File: config.mk
export PLATFORM = sky130hd
export DESIGN_NAME = regfile_wb_scheduler
export DESIGN_NICKNAME = d
export VERILOG_FILES = /design/src/rtl/regfile_wb_scheduler.sv
export SDC_FILE = /design/constraint.sdc
export NUM_CORES = 1
export LEC_CHECK = 0
export BUFFER_PORTS_ARGS = -buffer_cell sky130_fd_sc_hd__buf_2
export CAP_MARGIN = 10
export CORE_UTILIZATION = 50
export CTS_CLUSTER_DIAMETER = 30
export DETAILED_ROUTE_END_ITERATION = 8
export GPL_TIMING_DRIVEN = 0
export PLACE_DENSITY = 0.9
export SLEW_MARGIN = 30
export SYNTH_ARGS = -nofsm -noshare
export SYNTH_HDL_FRONTEND = slang
export SYNTH_SLANG_ARGS = --single-unit
File: constraint.sdc
create_clock -name clk -period 2 [get_ports clk]
set_input_delay 0.3 -clock clk [delete_from_list [all_inputs] [get_ports clk]]
set_output_delay 0.3 -clock clk [all_outputs]
set_load 0.01 [all_outputs]
File: src/rtl/regfile_wb_scheduler.sv
// ---------------------------------------------------------------------------
// regfile_wb_scheduler
//
// Shares the register file's single write port between two writeback
// requesters: req0 (ALU result) and req1 (load result). The arbiter is
// round-robin. The register-file write controls come from registers, so a
// write is seen one cycle after its request is accepted. The block also keeps
// a per-register busy scoreboard. Issue logic sets a busy bit, and the bit
// clears on the edge where the register file commits the write.
//
// Ports:
//   clk, rst                   clock; synchronous active-high reset
//   req0_valid/reg/data/ready  ALU writeback handshake
//   req1_valid/reg/data/ready  load writeback handshake
//   rsv_valid, rsv_reg         reserve a destination register at issue
//   q1_reg/q1_busy             scoreboard query port 1 (combinational)
//   q2_reg/q2_busy             scoreboard query port 2 (combinational)
//   busy_any                   OR of all busy bits
//   RegWrite, WriteRegister,   registered register-file write controls
//   WriteData
// ---------------------------------------------------------------------------
module regfile_wb_scheduler #(
  parameter int DATA_W = 32,
  parameter int ADDR_W = 5
) (
  input  logic              clk,
  input  logic              rst,
  input  logic              req0_valid,
  input  logic [ADDR_W-1:0] req0_reg,
  input  logic [DATA_W-1:0] req0_data,
  output logic              req0_ready,
  input  logic              req1_valid,
  input  logic [ADDR_W-1:0] req1_reg,
  input  logic [DATA_W-1:0] req1_data,
  output logic              req1_ready,
  input  logic              rsv_valid,
  input  logic [ADDR_W-1:0] rsv_reg,
  input  logic [ADDR_W-1:0] q1_reg,
  input  logic [ADDR_W-1:0] q2_reg,
  output logic              q1_busy,
  output logic              q2_busy,
  output logic              busy_any,
  output logic              RegWrite,
  output logic [ADDR_W-1:0] WriteRegister,
  output logic [DATA_W-1:0] WriteData
);

  localparam int NREG = 2 ** ADDR_W;

  logic            ptr;        // 0: req0 wins a tie, 1: req1 wins a tie
  logic [NREG-1:0] busy;
  logic [NREG-1:0] busy_next;
  logic            grant0;
  logic            grant1;

  // The output register drains every cycle, so a grant depends only on the
  // valids and the pointer. Grants are held low while rst is high.
  always_comb begin
    // NOTE: every variable written here gets a default first, so no path
    // leaves it unassigned and no latch is inferred.
    grant0 = 1'b0;
    grant1 = 1'b0;
    if (!rst) begin
      if (req0_valid && (!req1_valid || !ptr)) begin
        grant0 = 1'b1;
      end else if (req1_valid) begin
        grant1 = 1'b1;
      end
    end
  end

  assign req0_ready = grant0;
  assign req1_ready = grant1;

  // The clear is applied before the set. When both hit the same register, the
  // newer producer's reservation therefore survives. Bit 0 is forced low.
  always_comb begin
    busy_next = busy;
    if (RegWrite) begin
      busy_next[WriteRegister] = 1'b0;
    end
    if (rsv_valid && (rsv_reg != '0)) begin
      busy_next[rsv_reg] = 1'b1;
    end
    busy_next[0] = 1'b0;
  end

  always_ff @(posedge clk) begin
    // NOTE: sequential state uses non-blocking assignments. Every register
    // then samples values from before the edge, whatever the statement order.
    if (rst) begin
      // NOTE: the busy array is real control state, not a data memory. It
      // must come out of reset empty, so every bit is reset.
      busy          <= '0;
      ptr           <= 1'b0;
      RegWrite      <= 1'b0;
      WriteRegister <= '0;
      WriteData     <= '0;
    end else begin
      busy <= busy_next;
      if (grant0) begin
        ptr      <= 1'b1;
        RegWrite <= (req0_reg != '0);
        // A write to reg 0 is accepted but discarded. The previous
        // index and data are kept.
        if (req0_reg != '0) begin
          WriteRegister <= req0_reg;
          WriteData     <= req0_data;
        end
      end else if (grant1) begin
        ptr      <= 1'b0;
        RegWrite <= (req1_reg != '0);
        if (req1_reg != '0) begin
          WriteRegister <= req1_reg;
          WriteData     <= req1_data;
        end
      end else begin
        RegWrite <= 1'b0;
      end
    end
  end

  assign q1_busy  = busy[q1_reg];
  assign q2_busy  = busy[q2_reg];
  assign busy_any = |busy;

endmodule
==> out/results.txt <==
Clock transition at path regs: 0.08 ns
DRC violations left: 0
placeable core region: 7770 sq um
Power Density: 713 nW/um^2
most frequent cells in the layout: buf_2 (148), dfxtp_1 (64), mux2i_1 (55), nand2_1 (39)
Final Slew Violations: 0
startpoint type of the worst setup path: flop
fraction of layout instances using a drive strength above 1: 0.373
class of the tightest hold or removal check: in -> reg
via count of the routed design: 4348
VDD IR-drop max: 531 uV
dominant cell type by area after synthesis: dfxtp_1
Main synth FF type: dfxtp_1
worst path bufs/invs: 1
H-Tree Level Count: 3
overall global routing resource usage: 0.295
ratio of final minimum period to clock period: 0.993
die outline height: 92.0 um
Crit path required time: 1.70 ns
gate count of the mapped netlist: 434
antenna violation net count after detailed routing: 0
wire length of the first global-routing pass: 19.7 mm
Filler cells: 612
total design power: 3.67 mW
LEAKAGE: 2.07 nW
Hold Violations, Final: 0
Syn Std Cell Area: 4050 sq um
Post-CTS Repair Setup Buffers: 0
vias in the first global route: 4156
most common library cell in the layout ignoring fill and taps: buf_2
die span in x: 92.0 um
slew at the pin with the worst max-slew slack: 0.893 ns
global-route congestion overflow total: 0
Worst setup EP type: output port
total area of multi-input combinational cells: 2450 sq um
total die area: 8470 sq um
via density per instance: 6.36
CTS tree: yes
number of synthesized flops with an enable pin: 0
1st-pass router iterations: 6
count of max-cap constraint violations: 0
result of the run: completed
Min Hold Slack: 0.298 ns
Max-slew headroom: 0.404
io pins: 137
total of buffers placed on input and output ports: 131
clock tree root driver cell: clkbuf_8
top post-synthesis cells by area: dfxtp_1 (35%), mux2i_1 (14%), a221oi_1 (8.0%)
arrival time of data at the critical path endpoint: 1.69 ns
sum of net half-perimeters after detailed placement: 8.94 mm
master of the slowest instance on the critical path: mux4_2
number of buffers between clock root and the deepest sink: 2
Mapped Avg Cell Area: 9.34 sq um
share of synthesized area occupied by flip-flops and latches: 0.346
Critical Path, Cell by Cell: mux4_2 -> nand2b_4 -> o211ai_1 -> nand4_1 -> buf_2
Highest Signal Layer: met4
end-of-flow core utilization: 0.663
Clk Latency, worst-skew pair: 0.35 ns
category of cells accounting for the largest share of critical-path delay: multiplexers
Routed wire per std cell: 18.5 um
crit path time final: 1.99 ns
final WL: 12.7 mm
pin count of the biggest net entering global routing: 12
CP max FO: 4
number of warnings printed during yosys synthesis: 0
number of antenna violations at the first check in global routing: 1
initial standard-cell utilization of the core: 0.522
met1 WL: 4.84 mm
final weighted congestion of routability-driven global placement: 0.887
area growth from synthesis to final layout: 27.0%
Sequential cell area: 1410 sq um
number of nets produced by synthesis: 528
number of clock buffers inserted by TritonCTS: 9
Synth async-reset ratio: 0
Cell Rows: 32
Clock Sink Count: 70
number of DRC violations after detailed-routing iteration 0: 522
top-area cell type share of the netlist area: 0.346
number of register bits inferred by synthesis: 70
met2 routed WL: 6.37 mm
Worst Skew: 0.00867 ns
FMAX: 504 MHz
Worst Setup Path Type: reg -> out
count of cell types in the netlist: 39
final-stage net count: 670
RSZ-0062 raised after global routing: true
total length of routed met3 wires: 1.00 mm
number of setup violations in the final report: 0
biggest cell delay along the critical path: 0.47 ns
## worst register-to-register path, delay by kind of cell (launching register included)
| family | cells | cell delay [ns] |
|---|---|---|
| AOI/OAI and AO/OA | 2 | 0.54 |
| buffers and inverters | 2 | 0.38 |
| DFF | 1 | 0.36 |
| and+or+nand+nor | 2 | 0.33 |
## stage by stage
step / instance area, sq um / instances / setup TNS [ns] / setup slack, ns
2_1_floorplan: 4050 / 434 / 0 / 0.361
3_3_place_gp: 4840 / 667 / 0 / 0.185
3_5_place_dp: 4840 / 667 / 0 / 0.167
4_1_cts: 5070 / 683 / 0 / 0.00609
5_1_grt: 5150 / 684 / -0.132 / -0.0724
6_report: 5150 / 684 / 0 / 0.0148
## flip-flops by register name, indices dropped and copies added, names as in the netlist
register,flops
RegWrite,1
ptr,1
WriteRegister,5
busy,31
WriteData,32
## where the power goes
group	internal, mW	leakage, nW	switching (mW)
combinational	0.355	1.37	0.437
clock	0.804	0.120	0.540
sequential	1.47	0.577	0.0582
## per-layer routing
| metal | vias up | global-route usage |
|---|---|---|
| li1 | 1970 | - |
| met1 | 2046 | 0.349 |
| met2 | 282 | 0.504 |
| met3 | 50 | 0.0688 |
| met4 | 0 | 0.133 |
| met5 | - | 0 |
## synth_stat cells (all sizes together), types with 3 or more instances
| master | instances |
|---|---|
| dfxtp | 70 |
| mux2i | 55 |
| a211oi | 40 |
| nand2 | 39 |
| a21oi | 37 |
| a221oi | 37 |
| o21ai | 31 |
| buf | 26 |
| clkbuf | 17 |
| nand3 | 10 |
| nor2 | 10 |
| nor4 | 7 |
| mux4 | 6 |
| nor2b | 6 |
| nand3b | 5 |
| nor3b | 5 |
| a22oi | 4 |
| nand2b | 4 |
| and3b | 3 |
| inv | 3 |
| nand4 | 3 |
| nor3 | 3 |
## worst paths after layout
check / start / to / slack, ns / cells past startpoint
setup / recovery: busy[4] / q1_busy / 0.01 / 5
hold reg to reg: busy[17] / busy[17] / 0.51 / 2
hold / removal: req1_data[2] / WriteData[2] / 0.30 / 3
setup reg to reg: ptr / WriteData[16] / 0.23 / 6
## what timing repair did
item                       CTS  global route
setup endpoints to repair    3             3
gates cloned                 0             0
resized for setup            2            15
hold buffers                 0             0
pin swaps                    0             5
## cells by family after synthesis
logic type,synth area share
flip-flops,0.346
multiplexers,0.169
AND/OR/NAND/NOR,0.132
buffers and inverters,0.0639
AO/OA/AOI/OAI,0.290
## area by class of cell
class,count,area share
Antenna cell,1,0.000486
Buffer,43,0.0481
Clock buffer,13,0.0328
Clock inverter,3,0.0126
Inverter,3,0.00219
Multi-Input combinational cell,318,0.477
Sequential cell,70,0.275
Tap cell,102,0.0248
Timing Repair Buffer,131,0.127
No activity file was read; power rests on OpenSTA's default activity.
